[src/rtl/mig_rw_scheduler_pkg.sv]
// ============================================================================
//  Module      : mig_sched_pkg
//  Description : Shared types and command encodings for the MIG read/write
//                scheduler.
//  Revision    : 1.0 - initial release
// ============================================================================
`default_nettype none

package mig_sched_pkg;

  // Scheduler FSM states; IDLE doubles as the bus turnaround slot.
  typedef enum logic [1:0] {
    IDLE  = 2'd0,
    WRITE = 2'd1,
    READ  = 2'd2
  } sched_state_t;

  // Which stream was granted most recently.
  typedef enum logic {
    STREAM_WR = 1'b0,
    STREAM_RD = 1'b1
  } stream_t;

  localparam logic [2:0] CMD_WRITE = 3'b000;
  localparam logic [2:0] CMD_READ  = 3'b001;

  // MIG command code driven while in a given state (IDLE shows the write code,
  // app_en is low there so the value is never consumed).
  function automatic logic [2:0] cmd_for_state(input sched_state_t s);
    return (s == READ) ? CMD_READ : CMD_WRITE;
  endfunction

endpackage

`default_nettype wire

[src/rtl/mig_rw_scheduler_if.sv]
// ============================================================================
//  Module      : mig_rw_scheduler_if
//  Description : Bundle of stream-side and MIG app-side signals seen by the
//                scheduler. master = scheduler, slave = surrounding logic.
//  Revision    : 1.0 - initial release
// ============================================================================
`default_nettype none

interface mig_rw_scheduler_if #(
  parameter int WORD_W = 128,
  parameter int ADDR_W = 27
);

  // stream side
  logic              wr_sync_in;
  logic              rd_sync_in;
  logic              wr_valid_in;
  logic [WORD_W-1:0] wr_data_in;
  logic              wr_pop_out;
  logic              rd_enable_in;
  logic [7:0]        rd_free_in;
  logic [WORD_W-1:0] rd_data_out;
  logic              rd_valid_out;

  // MIG app side
  logic              app_rdy_in;
  logic              app_wdf_rdy_in;
  logic              app_rd_data_valid_in;
  logic [WORD_W-1:0] app_rd_data_in;
  logic              app_en_out;
  logic              app_wdf_wren_out;
  logic              app_wdf_end_out;
  logic [2:0]        app_cmd_out;
  logic [ADDR_W-1:0] app_addr_out;
  logic [WORD_W-1:0] app_wdf_data_out;

  // status
  logic              wr_frame_done_out;
  logic              rd_frame_done_out;
  logic [31:0]       wr_cmd_count_out;
  logic [31:0]       rd_cmd_count_out;

  modport master (
    input  wr_sync_in, rd_sync_in, wr_valid_in, wr_data_in, rd_enable_in,
           rd_free_in, app_rdy_in, app_wdf_rdy_in, app_rd_data_valid_in,
           app_rd_data_in,
    output wr_pop_out, rd_data_out, rd_valid_out, app_en_out,
           app_wdf_wren_out, app_wdf_end_out, app_cmd_out, app_addr_out,
           app_wdf_data_out, wr_frame_done_out, rd_frame_done_out,
           wr_cmd_count_out, rd_cmd_count_out
  );

  modport slave (
    output wr_sync_in, rd_sync_in, wr_valid_in, wr_data_in, rd_enable_in,
           rd_free_in, app_rdy_in, app_wdf_rdy_in, app_rd_data_valid_in,
           app_rd_data_in,
    input  wr_pop_out, rd_data_out, rd_valid_out, app_en_out,
           app_wdf_wren_out, app_wdf_end_out, app_cmd_out, app_addr_out,
           app_wdf_data_out, wr_frame_done_out, rd_frame_done_out,
           wr_cmd_count_out, rd_cmd_count_out
  );

endinterface

`default_nettype wire

[src/rtl/mig_rw_scheduler_frame_addr_gen.sv]
// ============================================================================
//  Module      : frame_addr_gen
//  Description : Wrapping frame address counter. Advances by ADDR_STRIDE per
//                step, wraps to 0 after FRAME_WORDS steps with a one-cycle
//                wrap pulse, and restarts at 0 on sync (no pulse).
//  Revision    : 1.0 - initial release
// ============================================================================
`default_nettype none

module frame_addr_gen #(
  parameter int FRAME_WORDS = 38400,
  parameter int ADDR_STRIDE = 8,
  parameter int ADDR_W      = 27
) (
  input  logic              clk,
  input  logic              rst_n,
  input  logic              step,
  input  logic              sync,
  output logic [ADDR_W-1:0] addr,
  output logic              wrap_pulse
);

  // One extra bit so the last increment is compared without truncation.
  localparam logic [ADDR_W:0] WRAP_AT = (ADDR_W+1)'(FRAME_WORDS * ADDR_STRIDE);
  localparam logic [ADDR_W:0] STRIDE  = (ADDR_W+1)'(ADDR_STRIDE);

  logic [ADDR_W:0] addr_inc;

  assign addr_inc = {1'b0, addr} + STRIDE;

  // Address register: sync wins over a same-cycle step, wrap raises the pulse.
  always_ff @(posedge clk) begin
    if (!rst_n) begin
      addr       <= '0;
      wrap_pulse <= 1'b0;
    end else if (sync) begin
      addr       <= '0;
      wrap_pulse <= 1'b0;
    end else if (step) begin
      if (addr_inc >= WRAP_AT) begin
        addr       <= '0;
        wrap_pulse <= 1'b1;
      end else begin
        addr       <= addr_inc[ADDR_W-1:0];
        wrap_pulse <= 1'b0;
      end
    end else begin
      wrap_pulse <= 1'b0;
    end
  end

endmodule

`default_nettype wire

[src/rtl/mig_rw_scheduler.sv]
// ============================================================================
//  Module      : mig_rw_scheduler
//  Description : Shares one MIG UI port between a write stream and a read
//                stream: alternating bursts with an IDLE turnaround, wrapping
//                frame addresses, read-credit tracking and frame-done pulses.
//                Optional command statistics: define MIG_SCHED_STATS_EN.
//  Revision    : 1.0 - initial release
// ============================================================================
`default_nettype none

module mig_rw_scheduler
  import mig_sched_pkg::*;
#(
  parameter int FRAME_WORDS = 38400,
  parameter int ADDR_W      = 27,
  parameter int ADDR_STRIDE = 8,
  parameter int WORD_W      = 128,
  parameter int BURST_MAX   = 16,
  parameter int RD_CREDITS  = 32
) (
  input  logic                clk_in,
  input  logic                rst_n_in,
  mig_rw_scheduler_if.master  bus
);

  localparam int          CNT_W       = $clog2(RD_CREDITS + 1);
  localparam int          BURST_W     = $clog2(BURST_MAX + 1);
  localparam logic [31:0] CREDIT_LIM  = 32'(RD_CREDITS);
  localparam logic [31:0] BURST_LIM   = 32'(BURST_MAX);

  sched_state_t       state;
  sched_state_t       state_next;
  stream_t            last_served;
  logic [BURST_W-1:0] burst_cnt;
  logic [BURST_W-1:0] burst_inc;
  logic [BURST_W-1:0] burst_after;
  logic               burst_hit;
  logic [CNT_W-1:0]   outstanding;

  logic               wr_want;
  logic               rd_want;
  logic               wr_accept;
  logic               rd_accept;
  logic               any_accept;

  logic [ADDR_W-1:0]  wr_addr;
  logic [ADDR_W-1:0]  rd_addr;
  logic [WORD_W-1:0]  wr_word;

  logic               app_en;
  logic               wdf_wren;
  logic               wr_pop;
  logic [ADDR_W-1:0]  app_addr;

  // ---------------------------------------------------------------------------
  // Request qualification
  // ---------------------------------------------------------------------------
  assign wr_want = bus.wr_valid_in;
  assign rd_want = bus.rd_enable_in
                && (32'(outstanding) < CREDIT_LIM)
                && (32'(outstanding) < 32'(bus.rd_free_in));

  assign wr_accept  = (state == WRITE) && bus.wr_valid_in && bus.app_rdy_in
                   && bus.app_wdf_rdy_in;
  assign rd_accept  = (state == READ) && rd_want && bus.app_rdy_in;
  assign any_accept = wr_accept || rd_accept;

  // Burst length including this cycle's accept, so the burst ends on exactly
  // BURST_MAX commands rather than one more.
  assign burst_inc   = (32'(burst_cnt) < BURST_LIM) ? burst_cnt + BURST_W'(1) : burst_cnt;
  assign burst_after = any_accept ? burst_inc : burst_cnt;
  assign burst_hit   = (32'(burst_after) >= BURST_LIM);

  // ---------------------------------------------------------------------------
  // FSM
  // ---------------------------------------------------------------------------
  // State, burst counter and fairness bookkeeping.
  always_ff @(posedge clk_in) begin
    if (!rst_n_in) begin
      state       <= IDLE;
      burst_cnt   <= '0;
      last_served <= STREAM_RD;
    end else begin
      state <= state_next;
      if (state == IDLE && state_next != IDLE) begin
        burst_cnt <= '0;
      end else if (any_accept) begin
        burst_cnt <= burst_inc;
      end
      if (wr_accept) begin
        last_served <= STREAM_WR;
      end else if (rd_accept) begin
        last_served <= STREAM_RD;
      end
    end
  end

  // Next-state decision and MIG strobes, all derived from the current state.
  always_comb begin
    state_next = state;
    app_en     = 1'b0;
    wdf_wren   = 1'b0;
    wr_pop     = 1'b0;
    app_addr   = '0;
    unique case (state)
      IDLE: begin
        if (wr_want && rd_want) begin
          state_next = (last_served == STREAM_WR) ? READ : WRITE;
        end else if (wr_want) begin
          state_next = WRITE;
        end else if (rd_want) begin
          state_next = READ;
        end
      end
      WRITE: begin
        app_en   = bus.wr_valid_in && bus.app_wdf_rdy_in;
        wdf_wren = bus.wr_valid_in && bus.app_rdy_in;
        wr_pop   = wr_accept;
        app_addr = wr_addr;
        if (!wr_want || (burst_hit && rd_want)) begin
          state_next = IDLE;
        end
      end
      READ: begin
        app_en   = rd_want;
        app_addr = rd_addr;
        if (!rd_want || (burst_hit && wr_want)) begin
          state_next = IDLE;
        end
      end
      default: state_next = IDLE;
    endcase
  end

  // ---------------------------------------------------------------------------
  // Outstanding read credits; floor at 0 so stale returns after reset are safe
  // ---------------------------------------------------------------------------
  // Credit counter: +1 per read command, -1 per returned beat.
  always_ff @(posedge clk_in) begin
    if (!rst_n_in) begin
      outstanding <= '0;
    end else begin
      case ({rd_accept, bus.app_rd_data_valid_in})
        2'b10:   outstanding <= outstanding + CNT_W'(1);
        2'b01:   if (outstanding != '0) outstanding <= outstanding - CNT_W'(1);
        default: outstanding <= outstanding;
      endcase
    end
  end

  // ---------------------------------------------------------------------------
  // Per-stream frame address generators
  // ---------------------------------------------------------------------------
  frame_addr_gen #(
    .FRAME_WORDS (FRAME_WORDS),
    .ADDR_STRIDE (ADDR_STRIDE),
    .ADDR_W      (ADDR_W)
  ) u_wr_addr (
    .clk        (clk_in),
    .rst_n      (rst_n_in),
    .step       (wr_accept),
    .sync       (bus.wr_sync_in),
    .addr       (wr_addr),
    .wrap_pulse (bus.wr_frame_done_out)
  );

  frame_addr_gen #(
    .FRAME_WORDS (FRAME_WORDS),
    .ADDR_STRIDE (ADDR_STRIDE),
    .ADDR_W      (ADDR_W)
  ) u_rd_addr (
    .clk        (clk_in),
    .rst_n      (rst_n_in),
    .step       (rd_accept),
    .sync       (bus.rd_sync_in),
    .addr       (rd_addr),
    .wrap_pulse (bus.rd_frame_done_out)
  );

  // ---------------------------------------------------------------------------
  // Output wiring
  // ---------------------------------------------------------------------------
  assign wr_word              = bus.wr_data_in;
  assign bus.app_wdf_data_out = wr_word;
  assign bus.app_en_out       = app_en;
  assign bus.app_wdf_wren_out = wdf_wren;
  assign bus.app_wdf_end_out  = wdf_wren;
  assign bus.wr_pop_out       = wr_pop;
  assign bus.app_addr_out     = app_addr;
  assign bus.app_cmd_out      = cmd_for_state(state);

  // Read data is a straight pass-through, independent of scheduler state.
  assign bus.rd_valid_out     = bus.app_rd_data_valid_in;
  assign bus.rd_data_out      = bus.app_rd_data_in;

  // ---------------------------------------------------------------------------
  // Command statistics
  // ---------------------------------------------------------------------------
`ifdef MIG_SCHED_STATS_EN
  logic [31:0] wr_cmd_cnt;
  logic [31:0] rd_cmd_cnt;

  // Free-running accepted-command counters, cleared only by reset.
  always_ff @(posedge clk_in) begin
    if (!rst_n_in) begin
      wr_cmd_cnt <= '0;
      rd_cmd_cnt <= '0;
    end else begin
      if (wr_accept) wr_cmd_cnt <= wr_cmd_cnt + 32'd1;
      if (rd_accept) rd_cmd_cnt <= rd_cmd_cnt + 32'd1;
    end
  end

  assign bus.wr_cmd_count_out = wr_cmd_cnt;
  assign bus.rd_cmd_count_out = rd_cmd_cnt;
`else
  assign bus.wr_cmd_count_out = '0;
  assign bus.rd_cmd_count_out = '0;
`endif

endmodule

`default_nettype wire

[src/flat_wrapper.sv]
// flat-port wrapper written by rule: the top's interface ports become plain ports
module mig_rw_scheduler_flat import mig_sched_pkg::*;
#(
  parameter int FRAME_WORDS = 38400,
  parameter int ADDR_W      = 27,
  parameter int ADDR_STRIDE = 8,
  parameter int WORD_W      = 128,
  parameter int BURST_MAX   = 16,
  parameter int RD_CREDITS  = 32
)
  (clk_in, rst_n_in, bus_wr_sync_in, bus_rd_sync_in, bus_wr_valid_in, bus_wr_data_in, bus_rd_enable_in, bus_rd_free_in, bus_app_rdy_in, bus_app_wdf_rdy_in, bus_app_rd_data_valid_in, bus_app_rd_data_in, bus_wr_pop_out, bus_rd_data_out, bus_rd_valid_out, bus_app_en_out, bus_app_wdf_wren_out, bus_app_wdf_end_out, bus_app_cmd_out, bus_app_addr_out, bus_app_wdf_data_out, bus_wr_frame_done_out, bus_rd_frame_done_out, bus_wr_cmd_count_out, bus_rd_cmd_count_out);
  mig_rw_scheduler_if #(.WORD_W(WORD_W), .ADDR_W(ADDR_W)) bus_i ();
  input  logic clk_in;
  input  logic rst_n_in;
  input wire logic [$bits(bus_i.wr_sync_in)-1:0] bus_wr_sync_in;
  input wire logic [$bits(bus_i.rd_sync_in)-1:0] bus_rd_sync_in;
  input wire logic [$bits(bus_i.wr_valid_in)-1:0] bus_wr_valid_in;
  input wire logic [$bits(bus_i.wr_data_in)-1:0] bus_wr_data_in;
  input wire logic [$bits(bus_i.rd_enable_in)-1:0] bus_rd_enable_in;
  input wire logic [$bits(bus_i.rd_free_in)-1:0] bus_rd_free_in;
  input wire logic [$bits(bus_i.app_rdy_in)-1:0] bus_app_rdy_in;
  input wire logic [$bits(bus_i.app_wdf_rdy_in)-1:0] bus_app_wdf_rdy_in;
  input wire logic [$bits(bus_i.app_rd_data_valid_in)-1:0] bus_app_rd_data_valid_in;
  input wire logic [$bits(bus_i.app_rd_data_in)-1:0] bus_app_rd_data_in;
  output wire logic [$bits(bus_i.wr_pop_out)-1:0] bus_wr_pop_out;
  output wire logic [$bits(bus_i.rd_data_out)-1:0] bus_rd_data_out;
  output wire logic [$bits(bus_i.rd_valid_out)-1:0] bus_rd_valid_out;
  output wire logic [$bits(bus_i.app_en_out)-1:0] bus_app_en_out;
  output wire logic [$bits(bus_i.app_wdf_wren_out)-1:0] bus_app_wdf_wren_out;
  output wire logic [$bits(bus_i.app_wdf_end_out)-1:0] bus_app_wdf_end_out;
  output wire logic [$bits(bus_i.app_cmd_out)-1:0] bus_app_cmd_out;
  output wire logic [$bits(bus_i.app_addr_out)-1:0] bus_app_addr_out;
  output wire logic [$bits(bus_i.app_wdf_data_out)-1:0] bus_app_wdf_data_out;
  output wire logic [$bits(bus_i.wr_frame_done_out)-1:0] bus_wr_frame_done_out;
  output wire logic [$bits(bus_i.rd_frame_done_out)-1:0] bus_rd_frame_done_out;
  output wire logic [$bits(bus_i.wr_cmd_count_out)-1:0] bus_wr_cmd_count_out;
  output wire logic [$bits(bus_i.rd_cmd_count_out)-1:0] bus_rd_cmd_count_out;
  assign bus_i.wr_sync_in = bus_wr_sync_in;
  assign bus_i.rd_sync_in = bus_rd_sync_in;
  assign bus_i.wr_valid_in = bus_wr_valid_in;
  assign bus_i.wr_data_in = bus_wr_data_in;
  assign bus_i.rd_enable_in = bus_rd_enable_in;
  assign bus_i.rd_free_in = bus_rd_free_in;
  assign bus_i.app_rdy_in = bus_app_rdy_in;
  assign bus_i.app_wdf_rdy_in = bus_app_wdf_rdy_in;
  assign bus_i.app_rd_data_valid_in = bus_app_rd_data_valid_in;
  assign bus_i.app_rd_data_in = bus_app_rd_data_in;
  assign bus_wr_pop_out = bus_i.wr_pop_out;
  assign bus_rd_data_out = bus_i.rd_data_out;
  assign bus_rd_valid_out = bus_i.rd_valid_out;
  assign bus_app_en_out = bus_i.app_en_out;
  assign bus_app_wdf_wren_out = bus_i.app_wdf_wren_out;
  assign bus_app_wdf_end_out = bus_i.app_wdf_end_out;
  assign bus_app_cmd_out = bus_i.app_cmd_out;
  assign bus_app_addr_out = bus_i.app_addr_out;
  assign bus_app_wdf_data_out = bus_i.app_wdf_data_out;
  assign bus_wr_frame_done_out = bus_i.wr_frame_done_out;
  assign bus_rd_frame_done_out = bus_i.rd_frame_done_out;
  assign bus_wr_cmd_count_out = bus_i.wr_cmd_count_out;
  assign bus_rd_cmd_count_out = bus_i.rd_cmd_count_out;
  mig_rw_scheduler #(.FRAME_WORDS(FRAME_WORDS), .ADDR_W(ADDR_W), .ADDR_STRIDE(ADDR_STRIDE), .WORD_W(WORD_W), .BURST_MAX(BURST_MAX), .RD_CREDITS(RD_CREDITS)) u_core (.clk_in(clk_in), .rst_n_in(rst_n_in), .bus(bus_i));
endmodule
[config.mk]
export PLATFORM = sky130hd
export DESIGN_NAME = mig_rw_scheduler_flat
export DESIGN_NICKNAME = d
export VERILOG_FILES = /design/src/rtl/mig_rw_scheduler_pkg.sv /design/src/rtl/mig_rw_scheduler_if.sv /design/src/rtl/mig_rw_scheduler_frame_addr_gen.sv /design/src/rtl/mig_rw_scheduler.sv /design/src/flat_wrapper.sv
export SDC_FILE = /design/constraint.sdc
export NUM_CORES = 1
export LEC_CHECK = 0
export ABC_AREA = 1
export BUFFER_PORTS_ARGS = -buffer_cell sky130_fd_sc_hd__buf_2
export CAP_MARGIN = 10
export CORE_AREA = 2 2 245 247
export CTS_CLUSTER_DIAMETER = 150
export DETAILED_ROUTE_END_ITERATION = 16
export DIE_AREA = 0 0 247 249
export GPL_ROUTABILITY_DRIVEN = 0
export HOLD_SLACK_MARGIN = 0.03
export PLACE_DENSITY_LB_ADDON = 0.15
export SYNTH_ARGS = -nofsm -noshare
export SYNTH_HDL_FRONTEND = slang
export SYNTH_SLANG_ARGS = --single-unit
[constraint.sdc]
create_clock -name clk_in -period 3.9 [get_ports clk_in]
set_clock_uncertainty 0.05 [all_clocks]
set_input_delay 0.78 -clock clk_in [delete_from_list [all_inputs] [get_ports clk_in]]
set_output_delay 0.78 -clock clk_in [all_outputs]
set_load 0.05 [all_outputs]
==> metrics.md, run 1 <==
| Metric | Value |
|---|---|
| Outcome | complete, no violations |
| Root Buffer Master | clkbuf_16 |
| TritonCTS Buffers | 9 |
| Wire length per cell | 16.4 microns |
| # diodes | 0 |
| Mapped Cells | 941 |
| Area grow syn2layout | -10.9% |
| Initial antenna violation count | 0 |
| Hold Buf Count CTS | 0 |
| CP delay by family, top | buffers and inverters |
| Htree depth | 3 |
| VDD IR max | 0.185 mV |
| Crit share post-route | 0.781 |
| First-pass GRT wire length | 34,100 microns |
| Post-synth EDFFs | 0 |
| WHS Endpoint | u_core.outstanding[0] |
| Cell mode on critical path | inv_1 |
| Area of the multi-input gates | 2850 sq um |
| Buffers and inverters on the worst path | 4 |
| Die area | 61,500 sq um |
| Startpoint Class | flip-flop |
| CTS tree | yes |
| Slew @ Worst Pin | 0.702 ns |
| FFs w/ async S/R, synth | 0 |
| Setup crit end kind | output port |
| Critical path's slowest cell | inv_1 |
| Cell Count Post-Placement | 1,495 |
| Rows | 89 |
| CP required | 3.07 ns |
| Main combinational cell family by area after synthesis | buffers and inverters |
| Ys Warns | 0 |
| Slew Viols, Final | 0 |
| Synthesized area | 6640 sq um |
| Residual DRC | 0 |
| Max Cap Viol | 0 |
| Number of global-route vias before repair | 4,491 |
| Most common cell after layout, fill and taps aside | nand2_1 |
| CP max FO | 13 |
| Die height | 249 microns |
| Compound-Gate Fraction of Synth Area | 0.0520 |
| Overflow after GRT | 0 |
| Number of routed nets with antenna violations | 0 |
| Reg-to-Reg End | u_core.u_rd_addr.addr[5] |
| Post-synthesis simple-gate area fraction | 0.237 |
| Pre-Repair DR Iteration Count | 5 |
| Unrepaired setup endpoints after global routing | no |
| Fraction of layout cells with a size suffix above 1 | 0.145 |
| Reg2reg start | u_core.u_rd_addr.addr[3] |
| Most frequent cells in the layout | nand2_1, conb_1, nor2_1, dfxtp_1, inv_1 |
| Yosys cell types | 43 |
| Pwr Total | 2.04 mW |
| IO Port Bufs | 48 |
| Synth Flop Type | dfxtp_1 |
| Vias | 4,565 |
| Worst Hold Launch | u_core.outstanding[0] |
| Dpl cell area | 5650 sq um |
| Vias per cell | 3.02 |
| Post-Place Worst Slack | 0.644 ns |
| LEAKAGE | 2.24 nW |
| Final setup vio count | 0 |
| Synth Register Bits | 64 |
| Sequential fraction of the synthesis area | 0.193 |
| Starting DRT DRC Count | 161 |
| Initial Util | 0.113 |
| Post-DP HPWL | 20,600 microns |
| PwrDens | 345 nW/um^2 |
| Cell count along the critical path | 6 |
| Worst Hold Path Cells | 1 |
| Fmax | 328 MHz |
| Final core utilization | 0.101 |
| Clock buffer depth | 2 |
| Fillers | 6,861 |
| Worst path arrival time | 2.22 ns |
| IO Pins | 630 |
| Syn avg cell area | 7.05 sq um |
| CP peak stage delay | 0.51 ns |
| Total Routing Usage GR | 0.0782 |
| Minimum clock period | 3.05 ns |
| Nets | 1,023 |
| Fin area | 5910 sq um |
| Core footprint | 58,700 sq um |
| Reg area | 1280 sq um |
| Clk_lat worst skew | 0.35 ns |
| Mux contribution to synthesized area | 0.00151 |
| Largest net degree at the start of global routing | 27 |
| Worst reg2reg path depth | 12 |
| R2R Setup Slk | 1.11 ns |
| Xor and xnor area share after synthesis | 0.0673 |
| Final Hold Fails | 0 |
| Adder-cell share of the synthesized area | 0.0332 |
| Final hold slack | 0.449 ns |
| Clock sinks | 64 |
| Crit-path cells | inv_1 > ha_1 > inv_1 > buf_4 > a21oi_1 > buf_2 |
| WL final | 24,800 microns |
| Slew headroom | 0.532 |
| HP Class | reg -> reg |
| Setup_tns | 0 ns |
| Setup Buffers After CTS | 0 |
| Post-Layout Cell Count | 1,511 |
| Die Span X | 247 microns |
| Crit path kind | reg -> out |
| Final Worst Setup Slack | 0.854 ns |
| Worst-path clk slew | 0.06 ns |
| CTS resizes | 0 |
where the power goes:
part / switching [mW] / leakage [nW] / internal [mW] / total [mW]
Clock: 0.321 / 0.130 / 0.446 / 0.768
Combinational: 0.425 / 1.59 / 0.128 / 0.554
Sequential: 0.0372 / 0.517 / 0.682 / 0.720
cells in the mapped netlist (12+ instances only):
cell type	instances	share of area
ha_1	16	0.030
xnor2_1	15	0.020
clkbuf_1	12	0.0068
nand2_1	160	0.090
inv_1	57	0.032
xor2_1	36	0.048
nor2_1	68	0.038
dfxtp_1	64	0.19
nand4_1	13	0.012
nand3_1	40	0.030
a21oi_1	49	0.037
buf_4	327	0.37
kinds of logic (layout without fill, tap and decap cells):
family                     count (synthesis)  in the layout
buffers and inverters                    408            137
xor gates and xnor gates                  51             51
DFF                                       64             64
AOI/OAI and AO/OA                         65             65
other                                      1             69
muxes                                      1              1
and+or+nand+nor                          334            334
adders and majority gates                 17             17
worst register-to-register path: stages (launching register included):
cell	delay (ns)
dfxtp_1	0.40
ha_1	0.24
nand4_1	0.27
or2_1	0.33
nor2_1	0.23
nand3_1	0.13
xor2_1	0.18
nand4_2	0.14
nor2_4	0.29
nand2_1	0.09
nand2_1	0.10
nand2_2	0.14
nor2_1	0.12
cell type report:
class,count,share of cell area
clock buffer,13,0.0423
timing repair buffer,56,0.0508
tap,773,0.164
clock inverter,3,0.00296
multi-input combinational,537,0.483
inverter,65,0.0413
sequential,64,0.217
worst max-delay path by stage:
stage / end / from / slack, ns
after floorplan: bus_app_addr_out[10] / u_core.state[0] / 0.78
after global placement: u_core.outstanding[5] / bus_rd_free_in[5] / 0.71
after detailed placement: u_core.outstanding[5] / bus_rd_free_in[5] / 0.64
after CTS: bus_app_addr_out[21] / u_core.state[0] / 0.79
after global routing: bus_app_addr_out[21] / u_core.state[0] / 0.69
final: bus_app_addr_out[21] / u_core.state[0] / 0.85
registers in the layout, summed over array words and instances (netlist names):
name	flops
u_core.burst_cnt	5
u_core.last_served	1
u_core.outstanding	6
u_core.state	2
u_core.u_rd_addr.addr	24
u_core.u_rd_addr.wrap_pulse	1
u_core.u_wr_addr.addr	24
u_core.u_wr_addr.wrap_pulse	1
per-layer routing:
| metal | share of wire | wire length, microns | vias to the layer above | track usage |
|---|---|---|---|---|
| met1 | 0.35 | 8620 | 2021 | 0.0754 |
| met2 | 0.46 | 11400 | 281 | 0.125 |
| met4 | 0.069 | 1710 | 2 | 0.0570 |
| li1 | - | - | 2142 | - |
| met3 | 0.12 | 2990 | 119 | 0.0417 |
| met5 | 0.0029 | 72 | - | 0.0127 |
(Power assumes the default switching activity.)
==> inputs of run 2 (changes only) <==
clock period = 3 ns   (was 3.9 ns; I/O delays follow)
==> run 2 against run 1 <==
Total power is 37% higher; flip-flop and latch count stayed put; clock power is 47% higher; first-iteration DRC count is 24% higher.
==> metrics.md, run 2 (synthesis results as in run 1) <==
| Metric | Value |
|---|---|
| Core footprint | 58,700 sq um (unchanged) |
| Clock sinks | 64 (unchanged) |
| Crit path kind | reg -> out (unchanged) |
| Area grow syn2layout | -8.82% (was -10.9%) |
| Residual DRC | 0 (unchanged) |
| VDD IR max | 0.205 mV (was 0.185 mV) |
| CP peak stage delay | 0.42 ns (was 0.51 ns) |
| Htree depth | 3 (unchanged) |
| Initial antenna violation count | 0 (unchanged) |
| Die Span X | 247 microns (unchanged) |
| Fraction of layout cells with a size suffix above 1 | 0.162 (was 0.145) |
| Vias per cell | 2.99 (was 3.02) |
| Worst path arrival time | 2.13 ns (was 2.22 ns) |
| Overflow after GRT | 0 (unchanged) |
| LEAKAGE | 2.33 nW (was 2.24 nW) |
| Final Hold Fails | 0 (unchanged) |
| Clk_lat worst skew | 0.36 ns (was 0.35 ns) |
| Fillers | 6,865 (was 6,861) |
| Post-Place Worst Slack | 0.0477 ns (was 0.644 ns) |
| Nets | 1,037 (was 1,023) |
| # diodes | 0 (unchanged) |
| Total Routing Usage GR | 0.0805 (was 0.0782) |
| Vias | 4,562 (was 4,565) |
| Post-DP HPWL | 20,900 microns (was 20,600 microns) |
| Outcome | complete, no violations (unchanged) |
| Root Buffer Master | clkbuf_16 (unchanged) |
| CTS resizes | 0 (unchanged) |
| CP delay by family, top | buffers and inverters (unchanged) |
| Fmax | 360 MHz |
| Most frequent cells in the layout | nand2_1, conb_1, nor2_1, dfxtp_1, inv_1 (unchanged) |
| IO Pins | 630 (unchanged) |
| Die height | 249 microns (unchanged) |
| Setup Buffers After CTS | 0 (unchanged) |
| TritonCTS Buffers | 9 (unchanged) |
| Regs by FF count | u_core.u_rd_addr.addr x24, u_core.u_wr_addr.addr x24, u_core.outstanding x6 (unchanged) |
| Slew Viols, Final | 0 (unchanged) |
| Number of routed nets with antenna violations | 0 (unchanged) |
| Max Cap Viol | 0 (unchanged) |
| Critical path's slowest cell | dfxtp_1 (was inv_1) |
| HP Class | reg -> reg (unchanged) |
| Setup_tns | 0 ns (unchanged) |
| Unrepaired setup endpoints after global routing | no (unchanged) |
| CP required | 2.35 ns (was 3.07 ns) |
| Crit share post-route | 0.927 |
| Setup crit end kind | output port (unchanged) |
| Area of the multi-input gates | 2850 sq um (unchanged) |
| Clock buffer depth | 2 (unchanged) |
| Wire length per cell | 16.6 microns (was 16.4 microns) |
| Final setup vio count | 0 (unchanged) |
| Reg area | 1280 sq um (unchanged) |
| First-pass GRT wire length | 34,900 microns (was 34,100 microns) |
| Number of global-route vias before repair | 4,663 (was 4,491) |
| Largest net degree at the start of global routing | 27 (unchanged) |
| Die area | 61,500 sq um (unchanged) |
| CTS tree | yes (unchanged) |
| Buffers and inverters on the worst path | 5 (was 4) |
| Worst-path clk slew | 0.06 ns (about the same) |
| IO Port Bufs | 48 (unchanged) |
| WL final | 25,300 microns (was 24,800 microns) |
| Pre-Repair DR Iteration Count | 4 (was 5) |
| Hold Buf Count CTS | 0 (unchanged) |
| CP max FO | 21 (was 13) |
| PwrDens | 463 nW/um^2 (was 345 nW/um^2) |
| Starting DRT DRC Count | 200 (was 161) |
| Final core utilization | 0.103 (was 0.101) |
| Initial Util | 0.113 (unchanged) |
| Crit-path cells | inv_1 > ha_1 > inv_1 > buf_4 > buf_4 > a21oi_1 > buf_2 (was inv_1 > ha_1 > inv_1 > buf_4 > a21oi_1 > buf_2) |
| Final Worst Setup Slack | 0.219 ns (was 0.854 ns) |
| Minimum clock period | 2.78 ns |
| Most common cell after layout, fill and taps aside | nand2_1 (unchanged) |
| Rows | 89 (unchanged) |
| Startpoint Class | flip-flop (unchanged) |
[run 2: layout make-up]
cell class                 count  area share
multi-input combinational    537       0.472
timing repair buffer          70      0.0670
inverter                      65      0.0403
clock buffer                  13      0.0430
clock inverter                 3     0.00662
sequential                    64       0.212
tap                          773       0.160
[run 2: final timing paths]
path / start / end / slack, ns / cells past startpoint
min: u_core.u_wr_addr.addr[22] / u_core.u_wr_addr.addr[22] / 0.46 / 2
max: u_core.state[0] / bus_app_addr_out[11] / 0.22 / 7
max reg2reg: u_core.outstanding[5] / u_core.outstanding[5] / 0.39 / 17
min reg2reg: u_core.u_wr_addr.addr[22] / u_core.u_wr_addr.addr[22] / 0.46 / 2
[run 2: per-stage QoR]
stage / power, mW / hold slack (ns) / cells / instance area, sq um
2_1_floorplan: 2.49 / 0.393 / 1009 / 6890
3_3_place_gp: 1.72 / 0.435 / 1509 / 5750
4_1_cts: 2.88 / 0.456 / 1525 / 6050
6_report: 2.80 / 0.455 / 1525 / 6050
3_5_place_dp: 1.71 / 0.445 / 1509 / 5750
5_1_grt: 2.98 / 0.486 / 1525 / 6050
[run 2: power breakdown]
part / switching, mW / internal [mW] / total (mW)
sequential: 0.0462 / 0.887 / 0.933
clock: 0.442 / 0.688 / 1.13
combinational: 0.563 / 0.178 / 0.741
[run 2: layer usage]
metal	part of all wire	track usage	vias to the layer above	routed length [microns]
li1	-	-	2171	-
met5	0.0029	0.0127	-	72
met3	0.12	0.0435	115	3100
met4	0.069	0.0575	2	1730
met1	0.33	0.0740	2015	8340
met2	0.48	0.133	259	12000
[run 2: worst register-to-register path, stage by stage (launching register included)]
cell     delay, ns
dfxtp_1       0.40
ha_1          0.25
nand3_1       0.10
nor2_1        0.05
nor2_1        0.14
nand4_1       0.13
nand2_1       0.11
inv_1         0.08
ha_1          0.33
nand3_1       0.11
nand3_1       0.10
nand2_1       0.07
nand2_1       0.05
a21oi_1       0.17
nand3_1       0.09
o21ai_0       0.10
o21ai_0       0.10
a21oi_1       0.12
